--- config.mk ---
export PLATFORM = sky130hd
export DESIGN_NAME = branch_resolve_ctrl
export DESIGN_NICKNAME = d
export VERILOG_FILES = /design/src/rtl/branch_resolve_ctrl.sv
export SDC_FILE = /design/constraint.sdc
export NUM_CORES = 1
export LEC_CHECK = 0
export CORE_MARGIN = 5
export CORE_UTILIZATION = 35
export CTS_CLUSTER_SIZE = 14
export DETAILED_ROUTE_END_ITERATION = 8
export MAX_ROUTING_LAYER = met4
export PLACE_DENSITY_LB_ADDON = 0.08
export SYNTH_ARGS = -nofsm -noshare
export SYNTH_HDL_FRONTEND = slang
export SYNTH_SLANG_ARGS = --single-unit
--- constraint.sdc ---
create_clock -name clk -period 4.24 [get_ports clk]
set_input_delay 0.848 -clock clk [delete_from_list [all_inputs] [get_ports clk]]
set_output_delay 0.848 -clock clk [all_outputs]
set_load 0.01 [all_outputs]
--- src/rtl/branch_resolve_ctrl.sv ---
// ---------------------------------------------------------------------------
// branch_resolve_ctrl
//
// Resolves one RV32I B-type branch (BEQ/BNE/BLT/BGE/BLTU/BGEU) at a time.
// An instruction word and its PC are accepted in IDLE. The block then reads
// rs1 and rs2 through one shared register-file read port, evaluates the
// branch condition, and presents taken/target/exception flags until the
// consumer accepts them.
//
// Ports:
//   clk, rst        rising-edge clock, asynchronous active-high reset
//   in_valid/ready  instruction handshake (in_ready high only in IDLE)
//   in_instr, in_pc instruction word and its PC
//   rf_req/rf_addr  register-file read request, held until rf_gnt
//   rf_gnt/rf_rdata grant and read data (data valid in the grant cycle)
//   out_valid/ready result handshake
//   out_taken       branch condition true
//   out_target      in_pc + sext(imm), wrapping
//   out_illegal     not a B-type opcode, or funct3 in {010, 011}
//   out_misaligned  taken branch to a target with target[1:0] != 0
//                   (only when IALIGN_CHECK = 1)
// ---------------------------------------------------------------------------
module branch_resolve_ctrl #(
  parameter int unsigned XLEN         = 32,
  parameter bit          IALIGN_CHECK = 1'b1
) (
  input  logic            clk,
  input  logic            rst,
  input  logic            in_valid,
  output logic            in_ready,
  input  logic [31:0]     in_instr,
  input  logic [XLEN-1:0] in_pc,
  output logic            rf_req,
  output logic [4:0]      rf_addr,
  input  logic            rf_gnt,
  input  logic [XLEN-1:0] rf_rdata,
  output logic            out_valid,
  input  logic            out_ready,
  output logic            out_taken,
  output logic [XLEN-1:0] out_target,
  output logic            out_illegal,
  output logic            out_misaligned
);

  localparam logic [2:0] S_IDLE = 3'd0;
  localparam logic [2:0] S_RD1  = 3'd1;
  localparam logic [2:0] S_RD2  = 3'd2;
  localparam logic [2:0] S_EXEC = 3'd3;
  localparam logic [2:0] S_RESP = 3'd4;

  localparam logic [6:0] OPC_BRANCH = 7'b1100011;

  localparam logic [2:0] F3_BEQ  = 3'b000;
  localparam logic [2:0] F3_BNE  = 3'b001;
  localparam logic [2:0] F3_BLT  = 3'b100;
  localparam logic [2:0] F3_BGE  = 3'b101;
  localparam logic [2:0] F3_BLTU = 3'b110;
  localparam logic [2:0] F3_BGEU = 3'b111;

  // Reassemble the split B-type immediate and sign-extend from bit 12.
  function automatic logic [XLEN-1:0] imm_sext(input logic [31:0] w);
    logic [12:0] imm;
    imm = {w[31], w[7], w[30:25], w[11:8], 1'b0};
    return {{(XLEN-13){imm[12]}}, imm};
  endfunction

  function automatic logic is_illegal(input logic [31:0] w);
    return (w[6:0] != OPC_BRANCH) || (w[14:12] == 3'b010) || (w[14:12] == 3'b011);
  endfunction

  logic [2:0]      state_q,    state_d;
  logic [4:0]      rs1_q,      rs1_d;
  logic [4:0]      rs2_q,      rs2_d;
  logic [2:0]      funct3_q,   funct3_d;
  logic [XLEN-1:0] op1_q,      op1_d;
  logic [XLEN-1:0] op2_q,      op2_d;
  logic [XLEN-1:0] target_q,   target_d;
  logic            taken_q,    taken_d;
  logic            illegal_q,  illegal_d;
  logic            misalign_q, misalign_d;

  logic            cond;

  // Branch condition on the captured operands.
  always_comb begin
    cond = 1'b0;
    case (funct3_q)
      F3_BEQ:  cond = (op1_q == op2_q);
      F3_BNE:  cond = (op1_q != op2_q);
      F3_BLT:  cond = ($signed(op1_q) <  $signed(op2_q));
      F3_BGE:  cond = ($signed(op1_q) >= $signed(op2_q));
      F3_BLTU: cond = (op1_q <  op2_q);
      F3_BGEU: cond = (op1_q >= op2_q);
      default: cond = 1'b0;
    endcase
  end

  always_comb begin
    state_d    = state_q;
    rs1_d      = rs1_q;
    rs2_d      = rs2_q;
    funct3_d   = funct3_q;
    op1_d      = op1_q;
    op2_d      = op2_q;
    target_d   = target_q;
    taken_d    = taken_q;
    illegal_d  = illegal_q;
    misalign_d = misalign_q;
    rf_req     = 1'b0;
    rf_addr    = '0;

    case (state_q)
      S_IDLE: begin
        if (in_valid) begin
          // Only the decoded fields are kept; the target is formed here so
          // the illegal path (which skips EXEC) still reports it.
          rs1_d      = in_instr[19:15];
          rs2_d      = in_instr[24:20];
          funct3_d   = in_instr[14:12];
          target_d   = in_pc + imm_sext(in_instr);
          illegal_d  = is_illegal(in_instr);
          taken_d    = 1'b0;
          misalign_d = 1'b0;
          op1_d      = '0;
          op2_d      = '0;
          state_d    = is_illegal(in_instr) ? S_RESP : S_RD1;
        end
      end

      S_RD1: begin
        if (rs1_q == 5'd0) begin
          op1_d   = '0;
          state_d = S_RD2;
        end else begin
          rf_req  = 1'b1;
          rf_addr = rs1_q;
          if (rf_gnt) begin
            op1_d   = rf_rdata;
            state_d = S_RD2;
          end
        end
      end

      S_RD2: begin
        if (rs2_q == 5'd0) begin
          op2_d   = '0;
          state_d = S_EXEC;
        end else begin
          rf_req  = 1'b1;
          rf_addr = rs2_q;
          if (rf_gnt) begin
            op2_d   = rf_rdata;
            state_d = S_EXEC;
          end
        end
      end

      S_EXEC: begin
        taken_d    = cond;
        misalign_d = IALIGN_CHECK && cond && (target_q[1:0] != 2'b00);
        state_d    = S_RESP;
      end

      S_RESP: begin
        if (out_ready) begin
          state_d = S_IDLE;
        end
      end

      default: state_d = S_IDLE;
    endcase
  end

  always_ff @(posedge clk or posedge rst) begin
    if (rst) begin
      state_q    <= S_IDLE;
      rs1_q      <= '0;
      rs2_q      <= '0;
      funct3_q   <= '0;
      op1_q      <= '0;
      op2_q      <= '0;
      target_q   <= '0;
      taken_q    <= 1'b0;
      illegal_q  <= 1'b0;
      misalign_q <= 1'b0;
    end else begin
      state_q    <= state_d;
      rs1_q      <= rs1_d;
      rs2_q      <= rs2_d;
      funct3_q   <= funct3_d;
      op1_q      <= op1_d;
      op2_q      <= op2_d;
      target_q   <= target_d;
      taken_q    <= taken_d;
      illegal_q  <= illegal_d;
      misalign_q <= misalign_d;
    end
  end

  assign in_ready       = (state_q == S_IDLE);
  assign out_valid      = (state_q == S_RESP);
  assign out_taken      = taken_q;
  assign out_target     = target_q;
  assign out_illegal    = illegal_q;
  assign out_misaligned = misalign_q;

endmodule

==> out/qor.yml, run 1 <==
finish:
  register_area_um2: 2878
  drive_above_1_share: 0.06180
  nets: 1139
  fillers: 1970
  synthToLayoutAreaGrowth_pct: 32.98
  final_util: 0.4695
  antenna_cells: 0
  multi_input_area_um2: 3926
  layoutNonFillerInstCount: 1257
clocking:
  cts_made_buffers: 17
  post_cts_resized: 0
  htreeDepth: 4
  path_clk_slew_ns: 0.06
  cts_tree: "yes"
  cts-root-buf: "clkbuf_16"
  post_cts_buffers: 0
  cts.sinks: 115
  clockBufferDepth: 2
  clock_latency_ns: 0.41
  cts_hold_buf: 0
place:
  hpwl_um: 13780
  gp_congestion: 0.7755
  place_ws_ns: 0.4605
  place_inst: 1226
  io_buffers: 143
job:
  cap_violations: 0
synth:
  synth_cell_type_count: 67
  ys.flop_type: "dfrtp_1"
  ys_seq_elements: 115
  synth_fp_nets: 998
  synth_seq_area_share: 0.4054
  syn-instance-count: 834
  synth_edf_count: 0
  netlist_area_um2: 7098
  ys_warn_count: 0
  syn_avg_cell_area_um2: 8.511
  async_flop_share: 1.000
grt:
  grt_max_degree: 67
  grt_overflow_total: 0
  track_usage: 0.1681
  antenna_found_initial: 0
  groute.layer.met1.usage: 0.2153
  grt_pass1_vias: 6132
  grt_pass1_wl_um: 31150
  use_met2: 0.2589
  grt-busiest-layer: "met2"
  grtUsageMet3: 0.05623
die:
  die_area_um2: 23230
  rows: 52
  core-area_um2: 20100
  die_h_um: 152.4
  die_x_um: 152.4
  boundaryPins: 144
  initial_core_util: 0.3531
routing:
  drc: 0
  final_antenna_net_count: 0
  wl_per_cell_um: 15.09
  drt_iter0_drc: 256
  wirelength_um: 18960
  vias: 6150
  vias_per_cell: 4.893
  dr.pass1.iters: 4
setup_path:
  required_ns: 3.39
  crit_path_top_delay_cell: "or4_1"
  cp_max_fo: 33
  arrival_ns: 2.87
  cp-end-kind: "primary output"
  slowest_delay_ns: 0.55
  startpoint_type: "flip-flop"
  path_cells: "or4_1, o21ai_0, nor3_2, buf_4, nor2_1, inv_1, clkdlybuf4s50_1"
  path_class: "flip-flop to primary output"
timing:
  max_freq_ghz: 0.2688
  final_hold_viol_count: 0
  layout_setup_ws_ns: 0.5198
  fin_skew_ns: 0.01039
  fin_crit_sh: 0.8774
  worst_pin_slew_ns: 0.6843
  report.final.slew_viol_count: 0
  finalSetupTns_ns: 0
  finalCriticalPeriod_ns: 3.720
  rsz0062_at_grt: "no"
  setup_violations: 0
  max-slew-margin-rel: 0.5438
outcome:
  status: "completed"
power:
  p_per_area_nw_per_um2: 432.5
  ir_worst_vdd_mv: 0.2145
  p_leak_nw: 4.172
worst_hold_path:
  hp-class: "flip-flop to flip-flop"
-- flip-flops by register name, summed over array words and instances, names as in the netlist --
| name | flops |
|---|---|
| rs2_q | 5 |
| op2_q | 32 |
| funct3_q | 3 |
| out_illegal | 1 |
| out_taken | 1 |
| op1_q | 32 |
| rs1_q | 5 |
| state_q | 3 |
| out_target | 32 |
| out_misaligned | 1 |
-- path summary, 6_finish.rpt --
| check | from | to | slack [ns] | depth (start not counted) |
|---|---|---|---|---|
| max | rs2_q[0]$_DFFE_PP0P_ | rf_req | 0.52 | 7 |
| min | op2_q[21]$_DFFE_PP0P_ | op2_q[21]$_DFFE_PP0P_ | 0.48 | 2 |
| max reg2reg | op1_q[9]$_DFFE_PP0P_ | out_misaligned$_DFFE_PP0P_ | 1.51 | 9 |
| min reg2reg | op2_q[21]$_DFFE_PP0P_ | op2_q[21]$_DFFE_PP0P_ | 0.48 | 2 |
| max in group asynchronous | rst | op1_q[0]$_DFFE_PP0P_ | 2.53 | 3 |
| min in group asynchronous | rst | rs2_q[3]$_DFFE_PP0P_ | 0.90 | 2 |
-- cells by family after synthesis --
kind of cell,after synthesis,synth area share
and+or+nand+nor,320,0.1988
xor gates and xnor gates,18,0.02221
AOI/OAI and AO/OA,233,0.2080
adders and majority gates,63,0.1121
DFF,115,0.4054
buffers and inverters,80,0.04583
muxes,5,0.007580
-- worst max-delay path: cells and delay by family, from the launching register on --
family	cells	cell delay [ns]
AO/OA/AOI/OAI	1	0.46
buffers and inverters	3	0.79
flip-flops	1	0.39
AND/OR/NAND/NOR	3	0.80
-- cells in the mapped netlist, types with 15 or more instances --
master	count	area, um^2
a21o_1	27	202.7
a21oi_1	33	165.2
clkbuf_1	22	82.58
dfrtp_1	115	2878
ha_1	62	775.7
inv_1	47	176.4
nand2_1	209	784.5
nand3_1	15	75.07
nor2_1	33	123.9
o21ai_0	89	445.4
o21ai_1	16	80.08
-- per-layer routing --
| metal | share of wire | vias to the layer above | wire length [um] |
|---|---|---|---|
| met5 | 0 | - | 0 |
| met4 | 0.0086 | 0 | 163 |
| met3 | 0.069 | 11 | 1304 |
| met2 | 0.46 | 123 | 8631 |
| met1 | 0.47 | 2815 | 8863 |
| li1 | - | 3201 | - |
-- final cells by class --
type,count,share of cell area
Tap cell,270,0.03579
Clock buffer,19,0.04799
Multi-Input combinational cell,639,0.4160
Clock inverter,12,0.01392
Inverter,47,0.01896
Sequential cell,115,0.3049
Timing Repair Buffer,155,0.1625
-- power by group --
part	leakage, nW	switching, W	internal [W]
logic	2.37	0.000581	0.000598
clock network	0.278	0.000535	0.000893
registers	1.53	0.000160	0.00132
-- stage by stage --
step / cell area [um^2] / hold slack, ns / power (W)
detailed placement: 8855 / 0.4706 / 0.002678
finish: 9439 / 0.4792 / 0.004083
CTS: 9439 / 0.4835 / 0.004148
global route: 9439 / 0.5025 / 0.004332
global placement: 8855 / 0.4572 / 0.002688
floorplan: 7098 / 0.4498 / 0.002050
-- cells in the final DEF (no fill, tap or decap), types with 10 or more instances in the layout --
master,instances
a21oi_1,33
clkbuf_16,17
a21o_1,27
o21ai_0,89
o21ai_1,16
buf_4,11
dfrtp_1,115
clkdlybuf4s50_1,143
nand3_1,15
o31ai_1,10
nand2_1,208
inv_1,46
ha_1,62
nor2_1,33
xor2_1,10
(Power assumes the default switching activity.)
==> run 2: changes to the inputs <==
--- a/config.mk
+++ b/config.mk
@@ -7,10 +7,12 @@
 export LEC_CHECK = 0
 export CORE_MARGIN = 5
 export CORE_UTILIZATION = 35
-export CTS_CLUSTER_SIZE = 14
+export CTS_CLUSTER_SIZE = 40
 export DETAILED_ROUTE_END_ITERATION = 8
+export GPL_ROUTABILITY_DRIVEN = 0
 export MAX_ROUTING_LAYER = met4
 export PLACE_DENSITY_LB_ADDON = 0.08
+export SKIP_LAST_GASP = 1
 export SYNTH_ARGS = -nofsm -noshare
 export SYNTH_HDL_FRONTEND = slang
 export SYNTH_SLANG_ARGS = --single-unit
==> results of run 2 <==
No change in the layout: final DEF, timing and power equal those of run 1.
